--- config.mk ---
export PLATFORM = sky130hd
export DESIGN_NAME = seg7_scan_driver
export DESIGN_NICKNAME = d
export VERILOG_FILES = /design/src/rtl/seg7_pkg.sv /design/src/rtl/scan_prescaler.sv /design/src/rtl/seg7_scan_driver.sv
export SDC_FILE = /design/constraint.sdc
export NUM_CORES = 1
export LEC_CHECK = 0
export BUFFER_PORTS_ARGS = -buffer_cell sky130_fd_sc_hd__buf_2
export CAP_MARGIN = 20
export CORE_ASPECT_RATIO = 0.75
export CORE_MARGIN = 1
export CORE_UTILIZATION = 25
export DETAILED_ROUTE_END_ITERATION = 10
export SLEW_MARGIN = 10
export SYNTH_ARGS = -nofsm -noshare
export SYNTH_HDL_FRONTEND = slang
export SYNTH_SLANG_ARGS = --single-unit
--- constraint.sdc ---
create_clock -name clk_in -period 2.3 [get_ports clk_in]
set_input_delay 0.23 -clock clk_in [delete_from_list [all_inputs] [get_ports clk_in]]
set_output_delay 0.23 -clock clk_in [all_outputs]
set_load 0.005 [all_outputs]
--- src/rtl/seg7_pkg.sv ---
// seg7_pkg: shared constants and digit slicing for the seven-segment scan driver
package seg7_pkg;
  localparam int NUM_DIGITS = 4;
  localparam logic [6:0] SEG_OFF = 7'h7F;
  localparam logic [3:0] AN_OFF = 4'hF;
  function automatic logic [6:0] digit_slice(input logic [27:0] segs, input logic [1:0] idx);
    return segs[7*idx +: 7];
  endfunction
endpackage

--- src/rtl/scan_prescaler.sv ---
// scan_prescaler: slot counter and digit index; flags the frame boundary (last slot of digit 3)
module scan_prescaler #(
  parameter int SCAN_DIV = 50000
) (
  input  logic                        clk_in,
  input  logic                        RESET,
  output logic [$clog2(SCAN_DIV)-1:0] cnt,
  output logic [1:0]                  idx,
  output logic                        frame
);
  localparam int CW = $clog2(SCAN_DIV);
  localparam logic [CW-1:0] LAST = CW'(SCAN_DIV - 1);
  logic [CW-1:0] cnt_q, cnt_d;
  logic [1:0] idx_q, idx_d;
  logic tick;
  always_comb begin
    tick = cnt_q == LAST;
    frame = tick && idx_q == 2'd3;
    cnt_d = tick ? '0 : cnt_q + 1'b1;
    idx_d = tick ? idx_q + 1'b1 : idx_q;
  end
  // Reset parks on the last cycle of digit 3 so the first edge is a frame boundary
  always_ff @(posedge clk_in or posedge RESET)
    if (RESET) begin
      cnt_q <= LAST;
      idx_q <= 2'd3;
    end else begin
      cnt_q <= cnt_d;
      idx_q <= idx_d;
    end
  assign cnt = cnt_q;
  assign idx = idx_q;
endmodule

--- src/rtl/seg7_scan_driver.sv ---
// seg7_scan_driver: frame-snapshotted four-digit multiplexed display driver with guard, blank and flash
module seg7_scan_driver
  import seg7_pkg::*;
#(
  parameter int SCAN_DIV     = 50000,
  parameter int GUARD        = 500,
  parameter int FLASH_FRAMES = 64
) (
  input  logic        clk_in,
  input  logic        RESET,
  input  logic [27:0] seg_in,
  input  logic [3:0]  dp_in,
  input  logic        blank,
  input  logic        flash_en,
  output logic [6:0]  seg_out,
  output logic        dp_out,
  output logic [3:0]  an_out,
  output logic        frame_tick
);
  localparam int CW = $clog2(SCAN_DIV);
  localparam int FW = FLASH_FRAMES > 1 ? $clog2(FLASH_FRAMES) : 1;
  localparam logic [FW-1:0] FLAST = FW'(FLASH_FRAMES - 1);
  logic [CW-1:0] cnt;
  logic [1:0] idx;
  logic frame, dark;
  logic [27:0] snap_seg_q, snap_seg_d;
  logic [3:0] snap_dp_q, snap_dp_d;
  logic [FW-1:0] fcnt_q, fcnt_d;
  logic ph_q, ph_d;
  logic [6:0] seg_q, seg_d;
  logic dp_q, dp_d;
  logic [3:0] an_q, an_d;
  logic frame_tick_q, frame_tick_d;
  scan_prescaler #(.SCAN_DIV(SCAN_DIV)) u_pre (
    .clk_in (clk_in),
    .RESET  (RESET),
    .cnt    (cnt),
    .idx    (idx),
    .frame  (frame)
  );
  always_comb begin
    snap_seg_d = frame ? seg_in : snap_seg_q;
    snap_dp_d = frame ? dp_in : snap_dp_q;
    fcnt_d = !flash_en ? '0 : !frame ? fcnt_q : fcnt_q == FLAST ? '0 : fcnt_q + 1'b1;
    ph_d = !flash_en ? 1'b1 : (frame && fcnt_q == FLAST) ? ~ph_q : ph_q;
    dark = blank | (flash_en & ~ph_q) | (cnt < CW'(GUARD));
    seg_d = dark ? SEG_OFF : digit_slice(snap_seg_q, idx);
    dp_d = dark | ~snap_dp_q[idx];
    an_d = dark ? AN_OFF : ~(4'b0001 << idx);
    frame_tick_d = frame;
  end
  always_ff @(posedge clk_in or posedge RESET)
    if (RESET) begin
      snap_seg_q <= '1;
      snap_dp_q <= '0;
      fcnt_q <= '0;
      ph_q <= 1'b1;
      seg_q <= SEG_OFF;
      dp_q <= 1'b1;
      an_q <= AN_OFF;
      frame_tick_q <= 1'b0;
    end else begin
      snap_seg_q <= snap_seg_d;
      snap_dp_q <= snap_dp_d;
      fcnt_q <= fcnt_d;
      ph_q <= ph_d;
      seg_q <= seg_d;
      dp_q <= dp_d;
      an_q <= an_d;
      frame_tick_q <= frame_tick_d;
    end
  assign seg_out = seg_q;
  assign dp_out = dp_q;
  assign an_out = an_q;
  assign frame_tick = frame_tick_q;
endmodule

**Yosys cells after proc, flatten, opt, wreduce, memory -nomap -nowiden**

Cells that the tools add are included.

- Add/subtract/negate cells: 3
- $mul: 1
- Magnitude comparators: 2
- Equal/unequal tests: 5
- Shift-type cells: 2
- Mux-type cells: 10
- Bitwise logic cells: 7
- Reduce and logical (&&, ||, !) cells: 2

Operators with widths:

| kind | number |
|---|---|
| 28-bit by 6-bit variable part select with 7-bit output | 1 |
| 6-bit two-way mux | 3 |
| 16-bit by 1-bit adder with 16-bit output (second input constant) | 1 |
| 16-bit equality test (second input constant) | 1 |
| 16-bit by 9-bit < comparator with 1-bit output (second input constant) | 1 |
| 16-bit two-way mux | 1 |
| 7-bit two-way mux | 1 |
| 6-bit by 1-bit adder with 6-bit output (second input constant) | 1 |
| 6-bit equality test (second input constant) | 1 |
| 3-bit by 2-bit multiplier with 5-bit output (first input constant) | 1 |
| 4-bit two-way mux | 1 |
| 2-bit by 1-bit != test with 1-bit output (second input constant) | 2 |
| 4-bit inverter | 1 |
| 1-bit by 2-bit << shifter with 4-bit output (first input constant) | 1 |
| 2-bit by 3-bit < comparator with 1-bit output (second input constant) | 1 |
| 1-bit two-way mux | 3 |
| 1-bit OR | 3 |
| 2-bit by 1-bit adder with 2-bit output (second input constant) | 1 |
| 1-bit binary-select mux with 2-bit select | 1 |
| 2-bit equality test (second input constant) | 1 |
| 1-bit logical AND | 2 |
| 1-bit inverter | 2 |
| 1-bit bitwise AND | 1 |

- Bits in registers: 70
- Output and inout bits: 13

**Longest topological paths before layout**

Gate-level depths: netlist of the first run.

- Depth in word-level cells: 5
- Mapped depth: 7
- Depth with buffers taken out: 5

**By module**

A second synthesis of the first run with hierarchy kept.

- Cells, all modules: 220
- Area total of the unflattened synthesis: 3086.7 µm²

By module, submodules not included:

| module | instances | cells an instance | area an instance (µm²) |
|---|---|---|---|
| seg7_scan_driver | 1 | 142 | 2217.1 |
| scan_prescaler | 1 | 78 | 869.6 |

**Worst setup path before layout of the first run**

Ideal clock, no wire load.

- Kind: reg2reg
- Start point: reg u_pre.cnt_q[6], in the netlist u_pre.cnt[6]
- End point: reg fcnt_q[0]
- Arrival time: 2169 ps
- Required time: 2227 ps
- Slack: 58 ps
- Stages on the path, launching flop included: 6
- Buffers on the path: 1
- Period minus slack after synthesis: 2242 ps
- Cell sequence: dfstp_2 > or4b_4 > or4_4 > buf_6 > or3_1 > a21oi_2

- Cells in the longest elaborated chain, start to end: 3

Ends and longest elaborated chain:

| what | line | RTL |
|---|---|---|
| start, declared | scan_prescaler.sv:13 | `logic [CW-1:0] cnt_q, cnt_d;` |
| start signal, assigned | scan_prescaler.sv:28 | `cnt_q <= cnt_d;` |
| 16-bit equality test | scan_prescaler.sv:17 | `tick = cnt_q == LAST;` |
| 1-bit logical AND | scan_prescaler.sv:18 | `frame = tick && idx_q == 2'd3;` |
| 2-bit by 1-bit != test with 1-bit output (no line) | - |  |
| end signal, assigned | seg7_scan_driver.sv:65 | `fcnt_q <= fcnt_d;` |
| end, declared | seg7_scan_driver.sv:28 | `logic [FW-1:0] fcnt_q, fcnt_d;` |

Every way passes these cells.
A chain may end at the register's enable or synchronous reset.

**Worst setup path in the final report of the first run**

- Start point: reg u_pre.cnt_q[6], in the netlist u_pre.cnt[6]
- End point: reg fcnt_q[4]

Same word-level chain as after synthesis.

==> run_results.csv, run 1 <==
group,metric,value,unit
grt,overflow,0,
sta,worstMarginPinSlew,0.544,ns
finish,nFillCells,1276,
power_and_ir_drop,leakage,0.00167,uW
drt,drc,0,
setup_path,worstPathRequired,2.57,ns
setup_path,r2r_start,"u_pre.cnt[6]",
setup_path,cp-end-kind,"register",
finish,seq_area,1820,um2
grt,grt_max_degree,29,
setup_path,critPathMaxFanout,5,
drt,ant_nets,0,
synthesis,ys_top_cells_by_area,"dfstp_2 (44%), dfrtp_1 (14%), nand2_1 (13%)",
synthesis,synthCells,300,
sta,fmax,456,MHz
place,placed_cells,518,
synthesis,ys_seq_elements,70,
setup_path,r2r_cells,4,
place,io_buffers,48,
grt,antenna_found_initial,0,
finish,utilization,32.2,%
finish,area_growth,25.8,%
floorplan,design.core.area,12300,um2
place,place_congestion,0.736,
drt,routed_wl,7020,um
setup_path,rrSetupSlack,0.11,ns
power_and_ir_drop,powerDensity,659,nW/um2
synthesis,synthTopCellsByCount,"nand2_1 (112), dfstp_2 (52), dfrtp_1 (18)",
synthesis,yosysTopAreaCellShare,43.6,%
drt,vias,2346,
synthesis,synth_nets,342,
finish,diodes,0,
drt,wl_per_cell,13.1,um
cts,cts.path.max_buffers,2,
drt,drt_iter0_drc,167,
synthesis,synth_edf_count,0,
floorplan,start_util,25.6,%
cts,cts_root_buf,"clkbuf_16",
floorplan,die_h,99.0,um
sta,max_slew_margin,63.7,%
sta,setup_slack,0.106,ns
synthesis,synth_flop_cell,"dfstp_2",
grt,grt_usage,11.9,%
floorplan,die_w,131,um
cts,cts-htree-levels,3,
sta,finalSetupViolations,0,
floorplan,rows,35,
finish,final_nets,406,
sta,clock_skew,0.00686,ns
synthesis,yosysMostFrequentCell,"nand2_1",
synthesis,avgSynthCellArea,10.4,um2
synthesis,ys_types,32,
grt,grt_pass1_wl,12000,um
floorplan,ios,49,
cts,clock_latency,0.33,ns
synthesis,synth_area,3130,um2
drt,first_pass_iters,4,
setup_path,r2r-end,"fcnt_q[4]",
setup_path,critical_path_arrival,2.46,ns
cts,clock_sinks,70,
sta,report.final.hold_viol_count,0,
power_and_ir_drop,power.total,2600,uW
finish,finalNonFillerCells,535,
synthesis,yosysSeqAreaShare,58.0,%
synthesis,yosys.area.top_type,"dfstp_2",
sta,tns,0,ns
cts,cts_buffers,9,
drt,vias_per_cell,4.39,
sta,slew_violations,0,
cts,clk_pin_slew,0.05,ns
power_and_ir_drop,irDropWorstVdd,0.372,mV
floorplan,dieArea,13000,um2
place,dp_slack,0.112,ns
synthesis,synthArstFlopShare,100,%
cts,cts_setup_buffers,0,
place,hpwl,5160,um
finish,multi_input_area,1230,um2
run_status,status,"finished, final reports clean",
sta,rsz0062_at_grt,"no",
worst_hold_path,min_path_type,"input port to register",
setup_path,cp-start-kind,"register",
run,max_cap_violations,0,
grt,grt_pass1_vias,2419,
synthesis,yosys_warnings,0,
setup_path,endpoint,"fcnt_q[4]",
sta,period_share,95.4,%
sta,period_minus_slack,2.19,ns
setup_path,crit_start,"u_pre.cnt[6]",
finish,drive_gt1_share,39.6,%
setup_path,crit_type,"register to register",
cts,cts_tree,"done",
routing by layer:
| metal | wire [um] | global-route usage, % |
|---|---|---|
| met1 | 3370 | 15.8 |
| met2 | 3180 | 18.1 |
| met3 | 324 | 2.83 |
| met4 | 142 | 6.08 |
| met5 | 0 | 0 |
final cells by class:
cell class	instances	share of cell area [%]
timing repair buffer	65	9.39
clock inverter	1	0.127
clock buffer	15	7.04
tap	166	5.27
sequential	70	46.1
inverter	9	0.857
multi-input combinational	209	31.2
critical path, cell delays in order, from the launching register on:
cell	delay, ns
dfstp_2	0.55
or4b_4	0.47
or4_4	0.56
or4_1	0.48
nand2_1	0.08
registers in the layout (all words and copies together) (netlist names):
register and cells:
seg_out 7, u_pre.cnt 16, snap_seg_q 28, u_pre.idx 2
dp_out 1, frame_tick 1, an_out 4, snap_dp_q 4
ph_q 1, fcnt_q 6
kinds of logic (layout without fill, tap and decap cells):
logic type               after synthesis  in the layout  synth area share [%]
AO/OA/AOI/OAI                         17             17                  3.35
AND/OR/NAND/NOR                      164            164                  23.8
buffers and inverters                 21             90                  2.75
multiplexers                          10             10                  6.43
XOR/XNOR                              12             12                  3.35
adder cells (fa/ha/maj)                6              6                  2.40
flip-flops                            70             70                  58.0
where the power goes:
| group | switching (uW) | leakage (uW) | internal [uW] |
|---|---|---|---|
| clock network | 482 | 0.000140 | 817 |
| registers | 0.000000000000236 | 0.000766 | 1240 |
| logic | 37.2 | 0.000765 | 25.4 |
| total | 519 | 0.00167 | 2080 |
timing repair:
item	in CTS	in global routing
hold buffers	1	0
endpoints found under the hold margin	7	0
gates resized for setup	0	1
setup endpoints to repair	0	1
worst min-delay path by stage:
stage / start / to / depth (start not counted)
after floorplan: flash_en / ph_q / 1
after global placement: RESET / snap_dp_q[0] / 2
after detailed placement: RESET / snap_dp_q[1] / 2
after CTS: seg_in[26] / snap_seg_q[26] / 3
after global routing: seg_in[26] / snap_seg_q[26] / 3
final: seg_in[26] / snap_seg_q[26] / 3
cells in the final DEF (no fill, tap or decap):
master	n
mux4_2	8
clkbuf_16	9
nor4_4	1
buf_2	48
clkinv_2	1
or4b_4	1
xnor2_1	10
dfstp_2	52
buf_4	16
a2111oi_1	1
and3_1	1
mux2_2	1
o221a_2	1
nor2b_1	1
dlygate4sd3_1	1
xor2_1	2
a21oi_1	7
inv_2	1
a31o_2	1
mux2i_1	1
nor3_1	2
or4_4	2
nand2_1	112
o211ai_1	1
nor4_1	6
nand4_1	8
clkbuf_1	3
o21ai_0	5
nand2b_1	8
a21oi_2	1
dfrtp_1	18
ha_1	6
or3_1	3
clkbuf_8	3
nor2_1	10
nand3_1	7
or4_1	2
inv_1	8
stage by stage:
stage               instance area (um2)  hold slack, ns
global route                       3940          0.0936
CTS                                3940          0.0849
finish                             3940          0.0907
floorplan                          3130           0.298
global placement                   3650           0.310
detailed placement                 3650           0.317
(Power assumes the default switching activity.)
==> run 2, diff against run 1 <==
RECOVER_POWER = 100   (was not set)
==> run 2 against run 1 <==
Sequential power about the same. Largest power group unchanged. Clock skew barely moved. Flip-flop and latch count did not move. Clock-buffer cell count unchanged. Highest routed layer unchanged. First-iteration DRC count decreased by 13%.
==> run_results.csv, run 2 (synthesis gave the netlist of run 1 again) <==
group,metric,value,unit
setup_path,cp-start-kind,"register",
setup_path,worstPathRequired,2.57,ns
setup_path,critical_path_arrival,2.46,ns
place,dpl_cell_area,3650,um2
finish,area_growth,25.0,%
cts,clock_sinks,70,
grt,antenna_found_initial,0,
grt,grt_max_degree,29,
floorplan,ios,49,
finish,top_register,"snap_seg_q",
sta,clock_skew,0.00644,ns
finish,most-common-layout-cells,"nand2_1 (112), dfstp_2 (50), buf_2 (42), dfrtp_1 (18), buf_4 (12)",
finish,finalInstanceArea,3920,um2
cts,cts_setup_buffers,0,
floorplan,start_util,25.6,%
grt,grt_pass1_vias,2419,
cts,cts-htree-levels,3,
drt,first_pass_iters,4,
power_and_ir_drop,irDropWorstVdd,0.371,mV
sta,worstMarginPinSlew,0.984,ns
setup_path,crit_type,"register to register",
power_and_ir_drop,leakage,0.00166,uW
floorplan,design.core.area,12300,um2
cts,clk_pin_slew,0.05,ns
drt,routed_wl,7050,um
sta,max_slew_margin,34.3,%
run,max_cap_violations,0,
sta,period_minus_slack,2.19,ns
sta,rsz0062_at_grt,"no",
finish,largest_reg_flops,28,
cts,clock_latency,0.33,ns
place,placed_cells,518,
sta,slew_violations,0,
grt,overflow,0,
cts,cts_buffers,9,
place,io_buffers,48,
finish,final_nets,406,
floorplan,rows,35,
setup_path,critPathMaxFanout,5,
cts,cts_root_buf,"clkbuf_16",
finish,finalNonFillerCells,535,
place,hpwl,5160,um
sta,report.final.hold_viol_count,0,
sta,fmax,456,MHz
place,place_congestion,0.736,
drt,vias_per_cell,4.38,
drt,wl_per_cell,13.2,um
floorplan,die_w,131,um
finish,seq_area,1820,um2
worst_hold_path,min_path_type,"input port to register",
grt,grt_usage,11.9,%
drt,ant_nets,0,
setup_path,cp-end-kind,"register",
power_and_ir_drop,powerDensity,663,nW/um2
grt,grt_pass1_wl,12000,um
drt,drt_iter0_drc,146,
finish,multi_input_area,1220,um2
drt,vias,2342,
floorplan,die_h,99.0,um
place,dp_slack,0.112,ns
cts,cts.path.max_buffers,2,
sta,finalSetupViolations,0,
finish,drive_gt1_share,36.3,%
finish,utilization,31.9,%
drt,drc,0,
cts,cts_tree,"done",
floorplan,dieArea,13000,um2
run_status,status,"finished, final reports clean",
finish,diodes,0,
sta,setup_slack,0.107,ns
sta,tns,0,ns
sta,period_share,95.3,%
finish,layout_commonest_cell,"nand2_1",
finish,nFillCells,1274,
[run 2: area by class of cell]
cell class	instances	area share, %
clock buffer	15	7.09
multi-input combinational	209	31.3
tap	166	5.30
timing repair buffer	65	8.97
sequential	70	46.4
inverter	9	0.862
clock inverter	1	0.128
[run 2: routing by layer]
metal	part of all wire, %	track usage, %	up-vias	wire length, um
li1	-	-	1127	-
met1	48	15.8	1153	3400
met2	45	18.1	51	3210
met3	4.5	2.83	11	315
met4	1.9	6.08	0	134
met5	0	0	-	0
[run 2: worst max-delay path, cell delays in order (launching register included)]
cell and delay (ns):
dfstp_2 0.55, or4b_4 0.47, or4_4 0.56, or4_1 0.48
nand2_1 0.08
[run 2: path summary, 6_finish.rpt]
| kind | from | end | slack, ns | depth (start not counted) |
|---|---|---|---|---|
| max | u_pre.cnt[6] | fcnt_q[4] | 0.11 | 4 |
| max in group asynchronous | RESET | fcnt_q[1] | 0.44 | 4 |
| min in group asynchronous | RESET | u_pre.cnt[7] | 0.68 | 3 |
| max reg2reg | u_pre.cnt[6] | fcnt_q[4] | 0.11 | 4 |
| min | seg_in[26] | snap_seg_q[26] | 0.09 | 3 |
| min reg2reg | snap_seg_q[19] | snap_seg_q[19] | 0.45 | 2 |
[run 2: through the flow]
step	power [uW]	hold WS (ns)
after CTS	2640	0.0849
after global routing	2700	0.0936
after detailed placement	1320	0.317
after floorplan	1270	0.298
final	2600	0.0921
after global placement	1320	0.310
[run 2: power breakdown]
group / total (uW) / switching [uW] / internal (uW)
clock: 1300 / 481 / 817
sequential: 1240 / 0.000000000000238 / 1240
combinational: 61.1 / 36.9 / 24.2
[run 2: repair_timing]
action	CTS	global route
endpoints found under the setup margin	0	1
resized for setup	0	1
hold buffers	1	0
hold endpoints to repair	7	0
